==> src/rtl/mux_pkg.sv <==
// Shared types and index helpers for the mux serializer slice.
package mux_pkg;

   typedef enum logic {IDLE, SHIFT} state_t;

   localparam int unsigned DEF_WIDTH = 8;

   function automatic int unsigned start_index(input int unsigned width, input bit msb_first);
      return msb_first ? width - 1 : 0;
   endfunction

   function automatic int unsigned end_index(input int unsigned width, input bit msb_first);
      return msb_first ? 0 : width - 1;
   endfunction

endpackage

==> src/rtl/muxer.sv <==
// 8:1 bit multiplexer: q = in[sel].
module muxer (
   input  logic [7:0] in,
   input  logic [2:0] sel,
   output logic       q
);

   assign q = in[sel];

endmodule

==> src/rtl/mux_serializer.sv <==
// Parallel-to-serial stage: latches a word on a valid/ready handshake and
// walks the mux select through every bit, marking the final bit with q_last.
module mux_serializer
   import mux_pkg::*;
#(
   parameter int unsigned WIDTH     = DEF_WIDTH,
   parameter int unsigned SEL_W     = $clog2(WIDTH),
   parameter bit          MSB_FIRST = 1'b0
) (
   input  logic             clk,
   input  logic             rst,
   input  logic [WIDTH-1:0] in_data,
   input  logic             in_valid,
   output logic             in_ready,
   output logic             q,
   output logic             q_valid,
   input  logic             q_ready,
   output logic             q_last,
   output logic [SEL_W-1:0] sel
);

   localparam logic [SEL_W-1:0] START = SEL_W'(start_index(WIDTH, MSB_FIRST));
   localparam logic [SEL_W-1:0] STOP  = SEL_W'(end_index(WIDTH, MSB_FIRST));

   state_t           state;
   logic [WIDTH-1:0] data_reg;
   logic [SEL_W-1:0] sel_r;
   logic [SEL_W-1:0] sel_next;
   logic             mux_q;
   logic             beat;

   assign sel      = sel_r;
   assign beat     = q_valid && q_ready;
   assign sel_next = MSB_FIRST ? (sel_r - SEL_W'(1)) : (sel_r + SEL_W'(1));

   // A new word is only taken when idle, or in the same cycle the last bit leaves.
   always_comb begin
      in_ready = 1'b0;
      if (!rst) begin
         if (state == IDLE) in_ready = 1'b1;
         else               in_ready = beat && q_last;
      end
   end

   generate
      if (WIDTH == 8) begin : g_muxer
         muxer u_muxer (
            .in  (data_reg),
            .sel (sel_r),
            .q   (mux_q)
         );
      end else begin : g_index
         assign mux_q = data_reg[sel_r];
      end
   endgenerate

   assign q = q_valid & mux_q;

   always_ff @(posedge clk) begin
      if (rst) begin
         state    <= IDLE;
         sel_r    <= START;
         data_reg <= '0;
         q_valid  <= 1'b0;
         q_last   <= 1'b0;
      end else begin
         case (state)
            IDLE: begin
               if (in_valid) begin
                  data_reg <= in_data;
                  sel_r    <= START;
                  state    <= SHIFT;
                  q_valid  <= 1'b1;
                  q_last   <= (START == STOP);
               end
            end
            SHIFT: begin
               if (beat) begin
                  if (q_last) begin
                     // Final-beat reload takes the place of the select step, so sel never wraps.
                     sel_r  <= START;
                     q_last <= 1'b0;
                     if (in_valid) begin
                        data_reg <= in_data;
                     end else begin
                        state   <= IDLE;
                        q_valid <= 1'b0;
                     end
                  end else begin
                     sel_r  <= sel_next;
                     q_last <= (sel_next == STOP);
                  end
               end
            end
            default: begin
               state   <= IDLE;
               q_valid <= 1'b0;
               q_last  <= 1'b0;
            end
         endcase
      end
   end

endmodule

==> config.mk <==
export PLATFORM = sky130hd
export DESIGN_NAME = mux_serializer
export DESIGN_NICKNAME = d
export VERILOG_FILES = /design/src/rtl/mux_pkg.sv /design/src/rtl/muxer.sv /design/src/rtl/mux_serializer.sv
export SDC_FILE = /design/constraint.sdc
export NUM_CORES = 1
export LEC_CHECK = 0
export CAP_MARGIN = 20
export CORE_UTILIZATION = 41
export DETAILED_ROUTE_END_ITERATION = 12
export PLACE_DENSITY = 0.72
export RECOVER_POWER = 25
export SETUP_SLACK_MARGIN = 0.3
export SYNTH_ARGS = -nofsm -noshare
export SYNTH_HDL_FRONTEND = slang
export SYNTH_SLANG_ARGS = --single-unit
export TNS_END_PERCENT = 1
==> constraint.sdc <==
create_clock -name clk -period 1.5 [get_ports clk]
set_clock_uncertainty 0.2 [all_clocks]
set_input_delay 0.375 -clock clk [delete_from_list [all_inputs] [get_ports clk]]
set_output_delay 0.375 -clock clk [all_outputs]
set_load 0.005 [all_outputs]
# Word-level counts from Yosys, hierarchy flattened
# Index checks and enable logic that the tools add are counted.
# totals
output_inout_bits	7
reg_bits	14
wordCells	44
inputBits	12
# op_classes
addsub	1
bitwise_logic	2
n_reduce_logical	5
mux	25
eq_ne	5
n_lt_le_gt_ge	1
# ops
op	count
$mux 8	3
$pmux 8 s2	1
$mux 1	13
$mux 3	3
$ne 2x2->1 const B	3
$pmux 1 s2	3
$pmux 3 s2	1
$lt 3x4->1 const B	1
$reduce_and 2->1	2
$reduce_and 4->1	1
$add 3x1->3 const B	1
$bmux 1 s3	1
$eq 3x3->1 const B	1
$logic_and 1x1->1	2
$ne 2x1->1 const B	1
$and 1x1->1	1
$not 1->1	1

# Longest topological paths before layout
# Gate-level depths: netlist (run 1).
# logic_depth
depth_word	5
depth_mapped	5
depth_no_buf	5

# Cells and area by module
# From an unflattened synthesis (run 1), not the netlist that was laid out.
# hier_totals
hier_cells	69
area_unflattened_um2	744.5
# modules_own_cells
mod	seq_area_each_um2	area_each_um2	cells_each	n_inst
mux_serializer	280.3	680.7	66	1
muxer	0.0	63.8	3	1

# Worst setup path before layout (run 1)
# OpenSTA, ideal clock, no wires.
# synth_path
path_type	reg-to-output
start	register sel_r[1], in the netlist sel[1]
end	output q
n_path_buf	0
required_ns	0.925
setup_slack_ns	-0.226
path_stages_with_launch	4
arrival_ns	1.151
cell_sequence	dfxtp_1 -> mux4_1 -> mux2i_1 -> nor2_1
# synth_via
elab_chain_cells	3
# synth_lines
item	line_no	rtl
from (decl)	mux_serializer.sv:27	logic [SEL_W-1:0] sel_r;
from (signal assigned)	mux_serializer.sv:90	sel_r <= sel_next;
$bmux 1 s3	muxer.sv:8	assign q = in[sel];
$mux 1 (not written as such)	muxer.sv:8	
$and 1x1->1	mux_serializer.sv:57	assign q = q_valid & mux_q;
to (decl)	mux_serializer.sv:15	output logic q,
# No other way between the ends. The select of a mux whose other input is x is not followed.

# Final worst setup path (run 1)
# layout_path
start	register sel_r[0], in the netlist sel[0]
end	output q
# Same word-level chain as after synthesis.

==> tab_implementation.tex, run 1 <==
\begin{tabular}{lr}
\hline
Metric & Value \\
\hline
\multicolumn{2}{l}{\textbf{STA}} \\
Shortest clock period the worst path allows after layout & 2030 ps \\
Post-route worst hold slack & 279 ps \\
Portion of the clock cycle consumed by the worst path in the final layout & 135\% \\
Setup repair after global routing missed its margin & true \\
Setup violations, final & 3 \\
Relative slew margins & 90.0\% \\
Actual transition at the worst max-transition pin & 145 ps \\
Maximum operating frequency & 493 MHz \\
Number of pins with negative max-slew slack in the final report & 0 \\
Final worst setup slack & -529 ps \\
Hold violation total from the final report & 0 \\
\multicolumn{2}{l}{\textbf{Clock network}} \\
H-tree lvl count & 1 \\
TritonCTS clock tree & built \\
Reg clk slew, reported paths & 90 ps \\
Hold Buf Count CTS & 0 \\
Cts bufs inserted & 3 \\
Insertion delay of the later-clocked pin in the worst-skew pair & 280 ps \\
Buffer count from post-CTS setup fixing & 0 \\
Number of sinks on the clock net & 14 \\
Cell chosen for the clock root & sky130\_fd\_sc\_hd\_\_clkbuf\_4 \\
Number of buffers on the longest clock path & 2 \\
\multicolumn{2}{l}{\textbf{Layout}} \\
Finished Cell Area & 1030 µm² \\
Layout fillers & 135 \\
Share of cells above drive strength 1 & 30.7\% \\
Flip-flop count of the largest register, all copies and words added & 8 \\
\# nets final & 116 \\
Count of antenna diodes in the layout & 0 \\
Growth of design area from synthesis to finish & 44.3\% \\
\multicolumn{2}{l}{\textbf{Critical path}} \\
Type of element launching the critical path & register \\
Endpoint required time on the critical path & 920 ps \\
Endpoint of the most critical setup path & q \\
Worst reg2reg endpoint & q\_last\$\_SDFFE\_PP0P\_ \\
Combined buffer and inverter count along the critical path & 1 \\
Critical Path Slowest Stage Cell & sky130\_fd\_sc\_hd\_\_mux4\_2 \\
Crit path capture type & primary output \\
Crit-path max FO & 2 \\
Cell family with most CP delay & multiplexers \\
Crit path cell chain & mux4\_2 -> mux2i\_1 -> nor2\_1 -> buf\_2 \\
Max incr delay on CP & 490 ps \\
Critical path launch point & sel[0]\$\_SDFFE\_PP0P\_ \\
Data arrival time of the critical path & 1450 ps \\
Number of gates on the worst path with buffers counted & 4 \\
Reg-to-Reg Start & sel[0]\$\_SDFFE\_PP0P\_ \\
Slack of the worst reg-to-reg path & 80 ps \\
Critical path class & register to primary output \\
Depth of the worst register-to-register path & 5 \\
\multicolumn{2}{l}{\textbf{Worst hold path}} \\
Classification of the worst-slack hold path & register to register \\
\multicolumn{2}{l}{\textbf{Pwr}} \\
Share of power burned in registers & 50.4\% \\
Int Power & 608 µW \\
Fraction of power spent switching nets & 23.0\% \\
Relative contribution of the clock network to total power & 34.5\% \\
Portion of total power attributed to combinational logic & 15.1\% \\
Net switching component of the power & 181 µW \\
Total power divided by cell area & 765 nW/µm² \\
Static leakage power & 0.000432 µW \\
Final Power & 789 µW \\
Worst ir drop on vdd & 697 µV \\
\multicolumn{2}{l}{\textbf{Global routing}} \\
Antenna violations before repair & 0 \\
Wire length of the first global-routing pass & 2.42 mm \\
Overall overflow remaining after global route & 0 \\
Via count of the first global-routing pass & 599 \\
Overall track demand over capacity in global routing & 17.4\% \\
Largest net degree at the start of global routing & 23 \\
\multicolumn{2}{l}{\textbf{Floorplan}} \\
Area of the die & 1910 µm² \\
IO Count & 19 \\
Vertical extent of the die & 43.7 µm \\
Effective utilization at floorplan & 45.8\% \\
Width of the die & 43.7 µm \\
Floorplan row count & 14 \\
Standard cell core area & 1560 µm² \\
\multicolumn{2}{l}{\textbf{Detailed routing}} \\
Met1 Wirelength & 639 µm \\
Routed WL per cell & 11.5 µm \\
Remaining antenna violation count & 0 \\
Via Count & 609 \\
Highest routing layer actually used & met4 \\
Starting DRT DRC Count & 8 \\
Met2 Routed Length & 629 µm \\
Number of optimization iterations in the first detailed-route pass & 7 \\
Drc violations & 1 \\
Vias per inst & 5.21 \\
Post-detailed-routing wire length & 1.34 mm \\
WL met3 & 58 µm \\
\multicolumn{2}{l}{\textbf{Synthesis}} \\
Gate count after technology mapping & 73 \\
Dominant cell type by area after synthesis & sky130\_fd\_sc\_hd\_\_dfxtp\_1 \\
Cell variety after synth & 19 \\
Netlist Area Pre-Place & 714 µm² \\
Net count after synthesis & 87 \\
Mean instance size in the synthesized netlist & 9.79 µm² \\
Count of warnings emitted by yosys & 0 \\
Sequential cell area fraction in the yosys report & 39.2\% \\
Seq cells post-synth & 14 \\
Proportion of netlist area held by the largest area contributor & 39.2\% \\
Top cells by area, synth & sky130\_fd\_sc\_hd\_\_dfxtp\_1 39\%, sky130\_fd\_sc\_hd\_\_nand2b\_1 15\%, sky130\_fd\_sc\_hd\_\_mux2i\_1 13\% \\
\multicolumn{2}{l}{\textbf{Place}} \\
Area of placed instances & 967 µm² \\
Weighted congestion at the end of routability-driven global placement & 0.768 \\
Port Buffer Count & 18 \\
Post-Place Worst Slack & -782 ps \\
Post-DP HPWL & 986 µm \\
\multicolumn{2}{l}{\textbf{Flow run}} \\
Number of maximum-capacitance constraint violations & 0 \\
\multicolumn{2}{l}{\textbf{Outcome}} \\
Violated checks & design-rule violations, negative setup slack \\
Outcome & finished with violations \\
\hline
\end{tabular}
[power by group through the flow]
stage          registers (µW)  logic (µW)  clock network, µW
2_1_floorplan             405        57.6                  0
3_3_place_gp              406         118                  0
3_5_place_dp              406         120                  0
4_1_cts                   399         120                280
5_1_grt                   401         131                298
6_report                  398         119                272
[cell type report]
class                   instances  area, µm²  area share, %
clock buffers                   4       36.3           3.52
flip-flops and latches         14        294           28.5
repair buffers                 27        243           23.5
well taps                      16       20.0           1.94
inverters                       3       11.3           1.09
multi-input cells              53        427           41.4
[placed cells by master (no fill, tap or decap), drive strengths merged]
| cell type | n |
|---|---|
| clkdlybuf4s15 | 2 |
| ha | 2 |
| nand3 | 5 |
| and4b | 2 |
| clkbuf | 5 |
| a21boi | 1 |
| buf | 13 |
| nand2 | 1 |
| dlygate4sd2 | 3 |
| a32oi | 1 |
| inv | 3 |
| mux2i | 9 |
| mux4 | 2 |
| o21ai | 1 |
| dfxtp | 14 |
| a21oi | 5 |
| nor2b | 2 |
| nor2 | 3 |
| o211ai | 1 |
| a211oi | 1 |
| nand2b | 17 |
| clkdlybuf4s50 | 8 |
[repair_timing]
action / 4_1_cts / 5_1_grt
resized for setup: 30 / 12
pin swaps: 5 / 4
setup endpoints to repair: 21 / 19
[kinds of logic after synthesis]
group                    count (synthesis)  share of synthesized area (%)
AO/OA/AOI/OAI                           10                           8.58
adder cells (fa/ha/maj)                  2                           3.50
buffers and inverters                    6                           3.68
flip-flops                              14                           39.2
multiplexers                            11                           20.0
AND/OR/NAND/NOR                         30                           25.0
[how the worst min path moves through the flow]
stage	from	endpoint	cells past startpoint
finish	data_reg[0]$_SDFFE_PP0P_	data_reg[0]$_SDFFE_PP0P_	2
detailed placement	data_reg[6]$_SDFFE_PP0P_	data_reg[6]$_SDFFE_PP0P_	2
global route	data_reg[0]$_SDFFE_PP0P_	data_reg[0]$_SDFFE_PP0P_	2
floorplan	data_reg[5]$_SDFFE_PP0P_	data_reg[5]$_SDFFE_PP0P_	2
CTS	data_reg[6]$_SDFFE_PP0P_	data_reg[6]$_SDFFE_PP0P_	2
global placement	data_reg[0]$_SDFFE_PP0P_	data_reg[0]$_SDFFE_PP0P_	2
[synthesized netlist by cell type]
library cell and n:
sky130_fd_sc_hd__a21boi_0 1, sky130_fd_sc_hd__buf_4 1, sky130_fd_sc_hd__nor2_1 3, sky130_fd_sc_hd__nand3_1 5, sky130_fd_sc_hd__a32oi_1 1, sky130_fd_sc_hd__o211ai_1 1
sky130_fd_sc_hd__o21ai_0 1, sky130_fd_sc_hd__nand2_1 1, sky130_fd_sc_hd__dfxtp_1 14, sky130_fd_sc_hd__mux2i_1 9, sky130_fd_sc_hd__a211oi_1 1, sky130_fd_sc_hd__nand2b_1 17
sky130_fd_sc_hd__a21oi_1 5, sky130_fd_sc_hd__and4b_1 2, sky130_fd_sc_hd__inv_1 3, sky130_fd_sc_hd__mux4_1 2, sky130_fd_sc_hd__ha_1 2, sky130_fd_sc_hd__nor2b_1 2
sky130_fd_sc_hd__clkbuf_1 2
[metal layers]
| metal | up-vias | global-route usage [%] |
|---|---|---|
| li1 | 315 | - |
| met1 | 277 | 20.9 |
| met2 | 15 | 26.9 |
| met3 | 2 | 6.67 |
| met4 | 0 | 9.38 |
| met5 | - | 0 |
[worst register-to-register path, stage by stage (launching register included)]
cell and delay, ps:
sky130_fd_sc_hd__dfxtp_4 350, sky130_fd_sc_hd__buf_4 150, sky130_fd_sc_hd__ha_1 220, sky130_fd_sc_hd__nor2b_2 170, sky130_fd_sc_hd__o211ai_1 150, sky130_fd_sc_hd__a21oi_1 80
[metrics by stage]
stage	std cells	util (%)	TNS, ps
2_1_floorplan	73	-	-105
4_1_cts	117	65.6	-882
5_1_grt	117	66.1	-851
3_5_place_dp	113	62.0	-5490
3_3_place_gp	113	62.0	-4950
6_report	117	66.1	-685
Note: power is estimated with default switching activity, not from simulation.
==> run 2, diff against run 1 <==
--- a/config.mk
+++ b/config.mk
@@ -7,6 +7,7 @@
 export LEC_CHECK = 0
 export CAP_MARGIN = 20
 export CORE_UTILIZATION = 41
+export CTS_CLUSTER_DIAMETER = 40
 export DETAILED_ROUTE_END_ITERATION = 12
 export PLACE_DENSITY = 0.72
 export RECOVER_POWER = 25
==> results of run 2 <==
The final DEF is identical to that of run 1; final timing and power are the same.
==> run 3, diff against run 2 <==
--- a/config.mk
+++ b/config.mk
@@ -6,6 +6,7 @@
 export NUM_CORES = 1
 export LEC_CHECK = 0
 export CAP_MARGIN = 20
+export CORE_MARGIN = 4
 export CORE_UTILIZATION = 41
 export CTS_CLUSTER_DIAMETER = 40
 export DETAILED_ROUTE_END_ITERATION = 12
==> tab_implementation.tex, run 3 (synthesis results as in run 1) <==
\begin{tabular}{lr}
\hline
Metric & Value \\
\hline
\multicolumn{2}{l}{\textbf{Outcome}} \\
Outcome & finished with violations \\
Violated checks & negative setup slack \\
\multicolumn{2}{l}{\textbf{Layout}} \\
Growth of design area from synthesis to finish & 46.8\% \\
Most frequent standard cell in the layout excluding fill and tap cells & sky130\_fd\_sc\_hd\_\_nand2b\_1 \\
Finished Cell Area & 1050 µm² \\
Count of antenna diodes in the layout & 0 \\
\# nets final & 117 \\
Highest-count cells in the layout ignoring fill and taps & 17 x sky130\_fd\_sc\_hd\_\_nand2b\_1, 9 x sky130\_fd\_sc\_hd\_\_mux2i\_1, 9 x sky130\_fd\_sc\_hd\_\_dfxtp\_1 \\
Flip-flop count of the largest register, all copies and words added & 8 \\
Share of cells above drive strength 1 & 33.3\% \\
\multicolumn{2}{l}{\textbf{Clock network}} \\
Number of buffers on the longest clock path & 2 \\
Reg clk slew, reported paths & 90 ps \\
Insertion delay of the later-clocked pin in the worst-skew pair & 280 ps \\
TritonCTS clock tree & built \\
Number of sinks on the clock net & 14 \\
Cts bufs inserted & 3 \\
Cell chosen for the clock root & sky130\_fd\_sc\_hd\_\_clkbuf\_4 \\
H-tree lvl count & 1 \\
Hold Buf Count CTS & 0 \\
\multicolumn{2}{l}{\textbf{STA}} \\
Sum Neg Setup Slack & -895 ps \\
Relative slew margins & 80.6\% \\
Actual transition at the worst max-transition pin & 292 ps \\
Hold violation total from the final report & 0 \\
Portion of the clock cycle consumed by the worst path in the final layout & 136\% \\
Final worst setup slack & -537 ps \\
Maximum operating frequency & 491 MHz \\
Setup violations, final & 4 \\
Shortest clock period the worst path allows after layout & 2040 ps \\
Number of pins with negative max-slew slack in the final report & 0 \\
Setup repair after global routing missed its margin & true \\
\multicolumn{2}{l}{\textbf{Floorplan}} \\
Area of the die & 2470 µm² \\
Floorplan row count & 14 \\
Width of the die & 49.7 µm \\
Effective utilization at floorplan & 45.3\% \\
Vertical extent of the die & 49.7 µm \\
IO Count & 19 \\
Standard cell core area & 1580 µm² \\
\multicolumn{2}{l}{\textbf{Critical path}} \\
Endpoint required time on the critical path & 920 ps \\
Crit-path max FO & 2 \\
Data arrival time of the critical path & 1460 ps \\
Critical path class & register to primary output \\
Critical path launch point & sel[1]\$\_SDFFE\_PP0P\_ \\
Reg-to-Reg Start & q\_valid\$\_SDFFE\_PP0P\_ \\
Worst reg2reg endpoint & data\_reg[7]\$\_SDFFE\_PP0P\_ \\
Crit path capture type & primary output \\
Depth of the worst register-to-register path & 5 \\
Endpoint of the most critical setup path & q \\
Slack of the worst reg-to-reg path & 40 ps \\
Type of element launching the critical path & register \\
\multicolumn{2}{l}{\textbf{Place}} \\
Area of placed instances & 975 µm² \\
Port Buffer Count & 18 \\
Post-DP HPWL & 1.02 mm \\
Weighted congestion at the end of routability-driven global placement & 0.767 \\
\multicolumn{2}{l}{\textbf{Detailed routing}} \\
Routed WL per cell & 12.7 µm \\
Via Count & 604 \\
Number of optimization iterations in the first detailed-route pass & 4 \\
Vias per inst & 5.12 \\
Post-detailed-routing wire length & 1.50 mm \\
Drc violations & 0 \\
Remaining antenna violation count & 0 \\
Starting DRT DRC Count & 10 \\
\multicolumn{2}{l}{\textbf{Global routing}} \\
Overall track demand over capacity in global routing & 12.8\% \\
Antenna violations before repair & 0 \\
Overall overflow remaining after global route & 0 \\
Via count of the first global-routing pass & 548 \\
Wire length of the first global-routing pass & 2.35 mm \\
Largest net degree at the start of global routing & 17 \\
\multicolumn{2}{l}{\textbf{Pwr}} \\
Relative contribution of the clock network to total power & 34.3\% \\
Int Power & 607 µW \\
Worst ir drop on vdd & 416 µV \\
Net switching component of the power & 181 µW \\
Portion of total power attributed to combinational logic & 15.1\% \\
Static leakage power & 0.000437 µW \\
Total power divided by cell area & 752 nW/µm² \\
Share of power burned in registers & 50.5\% \\
Fraction of power spent switching nets & 23.0\% \\
\multicolumn{2}{l}{\textbf{Worst hold path}} \\
Classification of the worst-slack hold path & register to register \\
\multicolumn{2}{l}{\textbf{Flow run}} \\
Number of maximum-capacitance constraint violations & 0 \\
\hline
\end{tabular}
## run 3: repair_timing
item                       in CTS  in global routing
buffers inserted                0                  0
pin swaps                       8                  4
resized for setup              28                 17
setup endpoints to repair      21                 20
## run 3: final cells by class
class / instances / area, µm²
sequential: 14 / 292
multi-input combinational: 53 / 429
timing repair buffer: 28 / 260
tap: 16 / 20.0
clock buffer: 4 / 36.3
fill: 140 / 528
inverter: 3 / 11.3
## run 3: metal layers
| metal | up-vias | GRT usage, % | part of all wire [%] |
|---|---|---|---|
| met5 | - | 0 | 0 |
| met2 | 16 | 21.1 | 49 |
| met1 | 272 | 13.6 | 44 |
| met4 | 0 | 5.53 | 0.67 |
| met3 | 2 | 6.33 | 6.3 |
| li1 | 314 | - | - |
## run 3: worst min-delay path by stage
stage | start | slack (ps) | depth (start not counted) | end
final | data_reg[1]$_SDFFE_PP0P_ | 270 | 2 | data_reg[1]$_SDFFE_PP0P_
after detailed placement | data_reg[0]$_SDFFE_PP0P_ | 260 | 2 | data_reg[0]$_SDFFE_PP0P_
after global routing | in_valid | 290 | 3 | state$_SDFF_PP0_
after floorplan | data_reg[5]$_SDFFE_PP0P_ | 250 | 2 | data_reg[5]$_SDFFE_PP0P_
after global placement | data_reg[7]$_SDFFE_PP0P_ | 260 | 2 | data_reg[7]$_SDFFE_PP0P_
after CTS | in_valid | 270 | 3 | state$_SDFF_PP0_
## run 3: worst max-delay path, stage by stage (launching register included)
cell,delay [ps]
sky130_fd_sc_hd__dfxtp_4,360
sky130_fd_sc_hd__mux4_2,480
sky130_fd_sc_hd__mux2i_1,170
sky130_fd_sc_hd__nor2_1,50
sky130_fd_sc_hd__buf_2,120
## run 3: per-stage QoR
stage / instances / power, µW / setup WS (ps) / hold slack [ps] / util, %
3_3_place_gp: 114 / 523 / -722 / 262 / 61.8
2_1_floorplan: 73 / 463 / -105 / 245 / -
4_1_cts: 118 / 798 / -570 / 271 / 64.8
3_5_place_dp: 114 / 525 / -743 / 263 / 61.8
5_1_grt: 118 / 838 / -658 / 292 / 66.5
6_report: 118 / 788 / -537 / 275 / 66.5
## run 3: power groups by stage
| stage | Combinational (µW) | Clock (µW) | Sequential [µW] |
|---|---|---|---|
| final | 119 | 271 | 398 |
| after global routing | 130 | 307 | 401 |
| after CTS | 117 | 284 | 398 |
| after detailed placement | 119 | 0 | 406 |
| after global placement | 117 | 0 | 406 |
| after floorplan | 57.6 | 0 | 405 |
